--- src/rtl/video_crop_window.sv ---
// video_crop_window: streaming ROI crop of a de/hs/vs pixel stream, 1 clk latency.
// VIDEO_CROP_WINDOW_STAT_EN builds per-frame resolution measurement and window-mismatch flag.
module video_crop_window #(
  parameter int PIXEL_WIDTH = 8,
  parameter int COORD_WIDTH = 12
) (
  input  logic                   clk,
  input  logic                   rst,
  input  logic [COORD_WIDTH-1:0] cfg_x0,
  input  logic [COORD_WIDTH-1:0] cfg_y0,
  input  logic [COORD_WIDTH-1:0] cfg_w,
  input  logic [COORD_WIDTH-1:0] cfg_h,
  input  logic [PIXEL_WIDTH-1:0] di_i,
  input  logic                   de_i,
  input  logic                   hs_i,
  input  logic                   vs_i,
  output logic [PIXEL_WIDTH-1:0] do_o,
  output logic                   de_o,
  output logic                   hs_o,
  output logic                   vs_o,
  output logic [COORD_WIDTH-1:0] res_x_o,
  output logic [COORD_WIDTH-1:0] res_y_o,
  output logic                   err_o
);
  typedef enum logic [1:0] {WAIT_VBLANK, WAIT_FRAME, FRAME} state_t;
  state_t st;
  logic [COORD_WIDTH-1:0] x0, y0, w, h, xcnt, ycnt, xl, yn;
  logic hs_rise, vs_fall, le, start, stop, in_win, de_n;
  // hs_o/vs_o double as the previous-cycle copies for edge detection
  always_comb begin
    hs_rise = hs_i & ~hs_o;
    vs_fall = ~vs_i & vs_o;
    le = hs_rise | (vs_fall & ~hs_i);
    start = (st == WAIT_FRAME) & vs_i & ~vs_o;
    stop = (st == FRAME) & vs_fall;
    xl = xcnt + COORD_WIDTH'(de_i);
    yn = ycnt + COORD_WIDTH'(le & |xl);
    in_win = ({1'b0, xcnt} >= {1'b0, x0}) & ({1'b0, xcnt} < {1'b0, x0} + {1'b0, w})
           & ({1'b0, ycnt} >= {1'b0, y0}) & ({1'b0, ycnt} < {1'b0, y0} + {1'b0, h});
    de_n = de_i & in_win & (st == FRAME);
  end
  always_ff @(posedge clk or negedge rst) begin
    if (!rst) begin
      st <= WAIT_VBLANK;
      {x0, y0, w, h, xcnt, ycnt} <= '0;
      do_o <= '0;
      de_o <= 1'b0;
      hs_o <= 1'b0;
      vs_o <= 1'b0;
    end else begin
      st <= ((st == WAIT_VBLANK) && !vs_i) || stop ? WAIT_FRAME : start ? FRAME : st;
      if (start) {x0, y0, w, h} <= {cfg_x0, cfg_y0, cfg_w, cfg_h};
      xcnt <= le ? '0 : xl;
      ycnt <= start ? '0 : yn;
      de_o <= de_n;
      do_o <= de_n ? di_i : '0;
      hs_o <= hs_i;
      vs_o <= vs_i;
    end
  end
`ifdef VIDEO_CROP_WINDOW_STAT_EN
  logic [COORD_WIDTH-1:0] xmax, xm, ocnt, ol, olines, ln;
  logic bad, bn;
  // output-line statistics are taken on the input timeline, one clk ahead of de_o
  always_comb begin
    xm = (le && (xl > xmax)) ? xl : xmax;
    ol = ocnt + COORD_WIDTH'(de_n);
    ln = olines + COORD_WIDTH'(le & |ol);
    bn = bad | (le & |ol & (ol != w));
  end
  always_ff @(posedge clk or negedge rst) begin
    if (!rst) begin
      {xmax, ocnt, olines, res_x_o, res_y_o} <= '0;
      bad <= 1'b0;
      err_o <= 1'b0;
    end else begin
      xmax <= start ? '0 : xm;
      ocnt <= le ? '0 : ol;
      olines <= start ? '0 : ln;
      bad <= start ? 1'b0 : bn;
      res_x_o <= stop ? xm : res_x_o;
      res_y_o <= stop ? yn : res_y_o;
      err_o <= stop & |w & |h & ((ln != h) | bn);
    end
  end
`else
  assign res_x_o = '0;
  assign res_y_o = '0;
  assign err_o = 1'b0;
`endif
endmodule

--- config.mk ---
export PLATFORM = sky130hd
export DESIGN_NAME = video_crop_window
export DESIGN_NICKNAME = d
export VERILOG_FILES = /design/src/rtl/video_crop_window.sv
export SDC_FILE = /design/constraint.sdc
export NUM_CORES = 1
export LEC_CHECK = 0
export CORE_ASPECT_RATIO = 0.7
export CORE_MARGIN = 5
export CORE_UTILIZATION = 25
export CTS_CLUSTER_DIAMETER = 60
export CTS_CLUSTER_SIZE = 16
export DETAILED_ROUTE_END_ITERATION = 8
export GPL_TIMING_DRIVEN = 0
export PLACE_DENSITY = 0.44
export SLEW_MARGIN = 5
export SYNTH_ARGS = -nofsm -noshare
export SYNTH_HDL_FRONTEND = slang
export SYNTH_SLANG_ARGS = --single-unit
export TNS_END_PERCENT = 10
--- constraint.sdc ---
create_clock -name clk -period 9.1 [get_ports clk]
set_input_delay 0.91 -clock clk [delete_from_list [all_inputs] [get_ports clk]]
set_output_delay 0.91 -clock clk [all_outputs]
set_load 0.005 [all_outputs]
After elaboration in Yosys (flattened, before gate mapping)

Cells that the tools add are included.

$add $sub $neg: 4
Multiply operators: 0
Divide/modulo/power cells: 0
Order comparisons: 4
Equality and inequality tests: 2
Shift-type cells: 0
Muxes and demuxes: 5
Bitwise gates (word level): 17
Reduce and logical (&&, ||, !) cells: 6

Operators by type and width:

| kind                                                 | number |
|---|---|
| adder 12 x 12 -> 13 bit                              | 2 |
| less-than comparator 12 x 13 -> 1 bit                | 2 |
| adder 12 x 1 -> 12 bit                               | 2 |
| greater-or-equal comparator 12 bit                   | 2 |
| 2-to-1 mux 12 bit                                    | 2 |
| bitwise AND 1 bit                                    | 12 |
| OR reduction 12 bit                                  | 1 |
| 2-to-1 mux 8 bit                                     | 1 |
| 2-to-1 mux 2 bit                                     | 2 |
| NOT 1 bit                                            | 4 |
| equality test 2 x 1 -> 1 bit (second input constant) | 1 |
| equality test 2 bit (second input constant)          | 1 |
| logical NOT 2 bit                                    | 1 |
| nonzero test 2 bit                                   | 1 |
| logical AND 1 bit                                    | 1 |
| logical NOT 1 bit                                    | 1 |
| logical OR 1 bit                                     | 1 |
| OR 1 bit                                             | 1 |

Bits in registers: 85
Latch bits: 0
RAM bits: 0
Memory bits (read-only): 0
Output and inout bits: 36
Logic and storage cells: 49
Memories kept: 0

Longest topological paths before layout

Gate-level depths: netlist of the first run.

Depth in word-level cells: 8
Gate-level depth with buffers: 16
Depth with buffers taken out: 16

Least setup slack after synthesis of the first run

OpenSTA, ideal clock, no wires.

Kind: flip-flop to flip-flop
Start point: reg x0[0]
End point: reg de_o
Arrival time: 3.161 ns
Data required time: 8.999 ns
Setup slack: 5.838 ns
Cell stages (with the launch flop): 15
Buffers on the path: 0
Period minus slack after synthesis: 3.262 ns
Path through: dfrtp_1 > ha_1 > inv_1 > fa_1 > nor2b_4 > o31a_1 > o31ai_4 > a211oi_2 > nor2_1 > xor2_1 > ha_1 > a211o_1 > nor4_1 > a311oi_4 > nor4_1

Cells in the longest elaborated chain, start to end: 7
Elaborated cells between the ends (all ways): 8

Ends and longest elaborated chain:

| item                                  | line | source |
|---|---|---|
| start: declaration                    | 27   | `logic [COORD_WIDTH-1:0] x0, y0, w, h, xcnt, ycnt, xl, yn;` |
| start signal: assignment              | 52   | `if (start) {x0, y0, w, h} <= {cfg_x0, cfg_y0, cfg_w, cfg_h};` |
| adder 12 x 12 -> 13 bit               | 38   | `in_win = ({1'b0, xcnt} >= {1'b0, x0}) & ({1'b0, xcnt} < {1'b0, x0} + {1'b0, w})` |
| less-than comparator 12 x 13 -> 1 bit | 38   |  |
| bitwise AND 1 bit *                   | 38   |  |
| bitwise AND 1 bit * (2 in a row)      | 39   | `& ({1'b0, ycnt} >= {1'b0, y0}) & ({1'b0, ycnt} < {1'b0, y0} + {1'b0, h});` |
| bitwise AND 1 bit * (2 in a row)      | 40   | `de_n = de_i & in_win & (st == FRAME);` |
| via de_n                              | 28   | `logic hs_rise, vs_fall, le, start, stop, in_win, de_n;` |
| end signal: assignment                | 55   | `de_o <= de_n;` |
| end: declaration                      | 18   | `output logic de_o,` |

Mark *: on every way through the listed nets, which the timed path passes. The rest lies on a longest branch.
A chain may end at the register's enable or synchronous reset.

Worst setup path after layout of the first run

Start point: in de_i
End point: reg ycnt[10]

Cells in the longest elaborated chain, start to end: 5

Ends and longest elaborated chain:

| item                   | line | source |
|---|---|---|
| start: declaration     | 14   | `input logic de_i,` |
| adder 12 x 1 -> 12 bit | 36   | `xl = xcnt + COORD_WIDTH'(de_i);` |
| OR reduction 12 bit    | 37   | `yn = ycnt + COORD_WIDTH'(le & \|xl);` |
| bitwise AND 1 bit      | 37   |  |
| adder 12 x 1 -> 12 bit | 37   |  |
| 2-to-1 mux 12 bit      | 54   | `ycnt <= start ? '0 : yn;` |
| end signal: assignment | 54   |  |
| end: declaration       | 27   |  |

Every way passes these cells.

==> results.md, run 1 <==
* Pint at 0.00129 W
* Cells after Synth at 589
* Critical Path RT at 9.31 ns
* Routed len/inst at 15.5 um
* YS warnings at 0
* Initial Util at 0.252
* Rel. slew slack at 0.231
* Clock share of power at 0.185
* Number of max-slew violations in the final report at 0
* Slew @ Worst Pin at 1.14 ns
* Final wirelength at 15600 um
* Grt ovf at 0
* Antenna diodes at 0
* Worst-path clk slew at 0.06 ns
* Setup violations, final at 0
* NetSw at 0.000902 W
* RSZ-0062 raised after global routing: false
* Dpl cell area at 6900 sq um
* CP endpoint kind: flip-flop
* Crit path max fanout at 5
* Final TNS setup at 0 ns
* Dpl hpwl at 12500 um
* Period Utilization, post-route at 0.448
* Synth cell types at 50
* RD Place Congestion at 0.832
* P_leak at 3.27 nW
* Combinational share of power at 0.545
* Placeable Area at 22500 sq um
* Worst path arrival time at 4.28 ns
* IO Port Bufs at 71
* Post-synthesis sequential area ratio at 0.374
* Row cnt at 46
* H-tree depth at 3
* Clk Latency, worst-skew pair at 0.34 ns
* Asr flop ratio synth at 1.00
* Largest net degree at the start of global routing at 61
* Post-synth EDFFs at 0
* HP Class: input pin to asynchronous set/reset pin
* Metal1 wirelength at 8640 um
* Clock Path Buffers at 2
* Pre-antenna DRT Iters at 4
* Vias in the first global route at 4486
* Hold Buf Count CTS at 0
* Layout area overhead at 27.2%
* Fillers at 2346
* Die Area at 25900 sq um
* Top routing layer in use: met4
* Power Density at 303 nW/um^2
* Metal2 WL at 5990 um
* Die W at 190 um
* Final Hold Vio Count at 0
* Met3 wire length at 777 um
* Critical path class: input pin to flip-flop
* FMAX at 245 MHz
* Post-CTS Setup Inserts at 0
* TritonCTS clock tree: yes
* Avg Cell Area, Syn at 9.65 sq um
* GRT Total Usage at 0.122
* IO Pins at 97
* Sw Share at 0.412
* Vias/cell at 4.42
* DRT antenna net count at 0
* Post-cts repair resize count at 0
* Clock root buffer master: clkbuf_16
* DR iter-0 viols at 194
* Antenna violations before repair at 0
* Synth Flop Type: dfrtp_1
* Layout cells sized above 1 at 0.107
* Min cycle time layout at 4.08 ns
* Post-Syn Area at 5680 sq um
* TritonCTS Buffers at 9
* CTS sink cnt at 85
* Seq pwr share at 0.270
* Status: complete, no violations
* Post-route DRC violation count at 0
* First-pass GRT wire length at 24700 um
* Nets at 833
* FF+latch count, synth at 85
* # Max-Cap Violations at 0
* DIE HEIGHT at 136 um
* Worst VDD drop at 87.5 uV
* Setup Skew at 0.00625 ns
* DR vias at 4475
* Post-Layout Inst Area at 7230 sq um
* CP startpoint kind: input pin
==> kinds of logic (layout without fill, tap and decap cells) <==
logic type	Yosys count	after routing	share of synthesized area
flops	85	85	0.374
other cells	1	25	0.000660
simple gates	172	172	0.147
xor+xnor	36	36	0.0555
compound gates	120	120	0.137
mux	25	25	0.0493
fa+ha+maj	76	76	0.170
buf+inv	74	161	0.0661
==> critical path, cell delays in order <==
cell and delay (ns):
clkdlybuf4s50_1 0.52, ha_1 0.21, ha_1 0.26, nand2_1 0.10, nor2_1 0.18, and4_1 0.24
xnor2_1 0.09, and4_1 0.18, a31oi_1 0.35, ha_1 0.28, ha_1 0.21, nand3_1 0.18
nor2_1 0.25, nand3_1 0.12, xor2_1 0.15, nor2_1 0.06
==> path summary, 6_finish.rpt <==
| check | to | from | slack (ns) | cells after the start |
|---|---|---|---|---|
| max | ycnt[10] | de_i | 5.02 | 16 |
| min | h[2] | rst | 0.48 | 1 |
| max reg2reg | do_o[3] | y0[0] | 5.02 | 13 |
| min reg2reg | h[7] | h[7] | 0.52 | 1 |
| max in group asynchronous | xcnt[3] | rst | 7.98 | 2 |
| min in group clk | h[7] | h[7] | 0.52 | 1 |
==> state kept, by name, summed over array words and instances (netlist names), 2 cells and up <==
signal and flops:
h 12, w 12, x0 12, xcnt 12
y0 12, ycnt 12, do_o 8, st 2
==> routing by layer <==
layer / GRT usage / up-vias
met5: 0 / -
met4: 0.0315 / 0
met3: 0.0259 / 19
met2: 0.166 / 104
met1: 0.191 / 2101
li1: - / 2251
==> power groups by stage <==
| stage | clock network [W] | logic [W] | registers (W) |
|---|---|---|---|
| 6_report | 0.000405 | 0.00119 | 0.000592 |
| 5_1_grt | 0.000436 | 0.00136 | 0.000606 |
| 4_1_cts | 0.000418 | 0.00119 | 0.000593 |
| 3_5_place_dp | 0 | 0.00118 | 0.000598 |
| 3_3_place_gp | 0 | 0.00115 | 0.000593 |
| 2_1_floorplan | 0 | 0.000911 | 0.000565 |
==> metrics by stage <==
| stage | total power [W] | hold WS [ns] | instances | util | setup WS [ns] |
|---|---|---|---|---|---|
| final | 0.00219 | 0.481 | 1012 | 0.321 | 5.02 |
| after global routing | 0.00241 | 0.502 | 1012 | 0.321 | 4.64 |
| after CTS | 0.00220 | 0.483 | 1012 | 0.321 | 4.98 |
| after detailed placement | 0.00178 | 0.505 | 997 | 0.307 | 4.67 |
| after global placement | 0.00175 | 0.500 | 996 | 0.305 | 3.79 |
| after floorplan | 0.00148 | 0.485 | 613 | - | 5.84 |
==> layout by cell type (no fill, tap or decap), types with 13 or more instances in the layout <==
master and count:
a21oi_1 28, buf_4 26, clkdlybuf4s50_1 70, conb_1 25, dfrtp_1 85, ha_1 74
inv_1 36, mux2_2 24, nand2_1 48, nand3_1 20, nor2_1 46, o21ai_0 44
xnor2_1 13, xor2_1 23
==> synthesized netlist by cell type, drive strengths merged (2+ instances only) <==
library cell  number  area (sq um)
a211oi             7          57.6
a21o              10          76.3
a21oi             28           140
a31oi              5          31.3
and2               3          18.8
and3               2          12.5
and4               5          43.8
buf               28           203
clkbuf            10          37.5
dfrtp             85          2130
fa                 2          40.0
ha                74           926
inv               36           135
mux2              24           270
nand2             48           180
nand2b             9          56.3
nand3             20           100
nand4              7          43.8
nor2              46           173
nor2b              7          51.3
nor3               8          40.0
nor4              12          81.3
o211ai             2          15.0
o21a               6          45.0
o21ai             44           220
o31a               3          26.3
o31ai              4          43.8
o41ai              3          26.3
or3                2          12.5
xnor2             13           114
xor2              23           201
==> final cells by class <==
type | instances | area, sq um | share of cell area
sequential | 85 | 2130 | 0.294
timing repair buffer | 72 | 736 | 0.102
clock inverter | 4 | 72.6 | 0.0100
multi-input combinational | 454 | 3280 | 0.454
tap | 312 | 390 | 0.0540
buffer | 38 | 240 | 0.0332
clock buffer | 11 | 243 | 0.0336
inverter | 36 | 135 | 0.0187
(Power assumes the default switching activity.)
==> run 2, diff against run 1 <==
--- a/config.mk
+++ b/config.mk
@@ -12,7 +12,7 @@
 export CTS_CLUSTER_SIZE = 16
 export DETAILED_ROUTE_END_ITERATION = 8
 export GPL_TIMING_DRIVEN = 0
-export PLACE_DENSITY = 0.44
+export PLACE_DENSITY = 0.45
 export SLEW_MARGIN = 5
 export SYNTH_ARGS = -nofsm -noshare
 export SYNTH_HDL_FRONTEND = slang
==> constraint.sdc (replaced) <==
create_clock -name clk -period 3.7 [get_ports clk]
set_input_delay 0.37 -clock clk [delete_from_list [all_inputs] [get_ports clk]]
set_output_delay 0.37 -clock clk [all_outputs]
set_load 0.005 [all_outputs]
==> results.md, run 2 (same netlist as run 1, synthesis figures left out) <==
* Status: complete, no violations
* TritonCTS clock tree: yes
* Antenna violations before repair at 1 (+1)
* Routed len/inst at 15.1 um (-2.0%)
* DRT antenna net count at 0 (unchanged)
* Setup Skew at 0.00567 ns (-0.000575 ns)
* R2r setup slk at 0.08 ns (-4.94 ns)
* Crit path cell chain: ha_1 > inv_1 > fa_1 > nor2b_4 > o31a_1 > o31ai_4 > or2b_1 > a21oi_1 > xor2_1 > ha_1 > a211o_1 > nor4_2 > a311oi_4 > buf_12 > nor4_1
* Clock root buffer master: clkbuf_16
* Final std cells w/o fill at 1017 (+0.49%)
* RD Place Congestion at 0.780 (-6.2%)
* FMAX at 276 MHz
* Period Utilization, post-route at 0.979
* Layout area overhead at 29.2%
* Crit path max fanout at 9 (+4)
* CP top delay family: compound AO/OA/AOI/OAI gates
* CP startpoint kind: flip-flop
* # Max-Cap Violations at 0 (unchanged)
* Clock share of power at 0.157 (-0.028)
* Slew @ Worst Pin at 1.27 ns (+0.122 ns)
* Power Density at 727 nW/um^2 (+140%)
* Final wirelength at 15400 um (-1.6%)
* Grt ovf at 0 (unchanged)
* Sw Share at 0.427 (+0.0148)
* Row cnt at 46 (unchanged)
* Layout cells sized above 1 at 0.136 (+0.0290)
* Critical path's largest stage delay at 0.40 ns (-0.12 ns)
* Worst VDD drop at 270 uV (+210%)
* RSZ-0062 raised after global routing: true
* Vias in the first global route at 4527 (+0.91%)
* Most frequent cell on the critical path: ha_1
* RR Endpoint: do_o[0]
* Initial Util at 0.252 (unchanged)
* DR vias at 4483 (+0.18%)
* Seq pwr share at 0.273 (+0.003)
* Min cycle time layout at 3.62 ns
* First-pass GRT wire length at 24600 um (-0.59%)
* Post-route DRC violation count at 0 (unchanged)
* CP endpoint kind: flip-flop
* Crit path buffers/inverters at 2 (+1)
* Die W at 190 um (unchanged)
* NetSw at 0.00228 W (+150%)
* GRT Total Usage at 0.122 (+0.000311)
* IO Port Bufs at 71 (unchanged)
* Final Hold Vio Count at 0 (unchanged)
* Pint at 0.00306 W (+140%)
* Setup violations, final at 0 (unchanged)
* DIE HEIGHT at 136 um (unchanged)
* Slowest CP cell: dfrtp_1
* Worst-path clk slew at 0.06 ns (about the same)
* Rel. slew slack at 0.149 (-0.0825)
* Placement Setup Slack at -0.278 ns (-4.95 ns)
* IO Pins at 97 (unchanged)
* P_leak at 3.28 nW (+0.28%)
* Clk Latency, worst-skew pair at 0.35 ns (about the same)
* Largest net degree at the start of global routing at 57 (-6.6%)
* DR iter-0 viols at 261 (+35%)
* Vias/cell at 4.41 (-0.31%)
* H-tree depth at 3 (unchanged)
* Critical path class: flip-flop to flip-flop
* Antenna diodes at 0 (unchanged)
* Critical Path RT at 3.94 ns (-5.37 ns)
* Most frequent cells in the layout: dfrtp_1 (85), ha_1 (73), clkdlybuf4s50_1 (70)
* Worst Reg-to-Reg Cells at 15 (+2)
* Placeable Area at 22500 sq um (unchanged)
* Commonest non-fill, non-tap cell in the layout: dfrtp_1
* Nets at 837 (+0.48%)
* HP Class: input pin to asynchronous set/reset pin
* Final Util at 0.326 (+0.00506)
* TritonCTS Buffers at 9 (unchanged)
* Combinational share of power at 0.570 (+0.025)
* Worst path arrival time at 3.86 ns (-0.42 ns)
* Number of max-slew violations in the final report at 0 (unchanged)
* CTS sink cnt at 85 (unchanged)
* Dpl hpwl at 12100 um (-3.2%)
* Fin worst setup slack at 0.0786 ns (-4.94 ns)
* Worst r2r src: x0[0]
* Inst Count DP at 997 (unchanged)
* Clock Path Buffers at 2 (unchanged)
* Pre-antenna DRT Iters at 4 (unchanged)
* Die Area at 25900 sq um (unchanged)
-- run 2: cell count changes in the layout (fill, tap and decap cells not counted), moves of 2 or more --
cell        change
buf_12          +2
bufinv_16       -2
clkinv_2        +3
clkinvlp_4      +2
nor4_1          -7
nor4_2          +6
o41ai_1         -2
o41ai_2         +2
-- run 2: repair_timing --
item | CTS | global route
hold endpoints to repair | 29 | 0
setup endpoints to repair | 9 | 10
setup buffers | 1 | 2
hold buffers | 1 | 0
resized for setup | 4 | 14
pin swaps | 1 | 4
-- run 2: layer usage --
| metal | track usage | wire length (um) | share of wire | vias to the layer above |
|---|---|---|---|---|
| met4 | 0.0335 | 206 | 0.013 | 2 |
| met1 | 0.176 | 7960 | 0.52 | 2117 |
| met2 | 0.178 | 6410 | 0.42 | 82 |
| li1 | - | - | - | 2267 |
| met5 | 0 | 11 | 0.00071 | - |
| met3 | 0.0349 | 802 | 0.052 | 15 |
-- run 2: worst reg2reg max path, delay by kind of cell (launching register included) --
| family | cells | cell delay (ns) |
|---|---|---|
| AO/OA/AOI/OAI | 5 | 1.11 |
| adder cells (fa/ha/maj) | 3 | 0.69 |
| buffers and inverters | 2 | 0.25 |
| AND/OR/NAND/NOR | 4 | 0.96 |
| flip-flops | 1 | 0.40 |
| XOR/XNOR | 1 | 0.11 |
-- run 2: cell type report --
type	instances	area, sq um
timing repair buffer	76	793
clock buffer	9	225
buffer	38	240
clock inverter	7	42.5
sequential	85	2130
tap	312	390
multi-input combinational	454	3390
fill	2309	15200
inverter	36	135
-- run 2: worst max path at each step --
stage          slack, ns      end  cells after the start  start
2_1_floorplan       0.44     de_o                     14  x0[0]
3_3_place_gp       -1.07     h[4]                      1    rst
3_5_place_dp       -0.28  do_o[4]                     14  y0[1]
4_1_cts             0.04  do_o[4]                     15  x0[0]
5_1_grt            -0.16  do_o[0]                     17  y0[0]
6_report            0.08  do_o[0]                     15  x0[0]
-- run 2: stage by stage --
step / area, sq um / hold slack [ns] / total power, W / TNS [ns]
3_5_place_dp: 6900 / 0.351 / 0.00436 / -2.69
4_1_cts: 7220 / 0.510 / 0.00528 / 0
5_1_grt: 7340 / 0.530 / 0.00587 / -1.22
3_3_place_gp: 6870 / 0.500 / 0.00428 / -92.42
6_report: 7340 / 0.505 / 0.00533 / 0
2_1_floorplan: 5770 / 0.0744 / 0.00363 / 0
-- run 2: power groups by stage --
stage / Sequential (W) / Combinational [W] / Clock, W
floorplan: 0.00139 / 0.00224 / 0
global placement: 0.00146 / 0.00282 / 0
global route: 0.00150 / 0.00345 / 0.000917
finish: 0.00145 / 0.00304 / 0.000839
CTS: 0.00145 / 0.00295 / 0.000879
detailed placement: 0.00147 / 0.00289 / 0
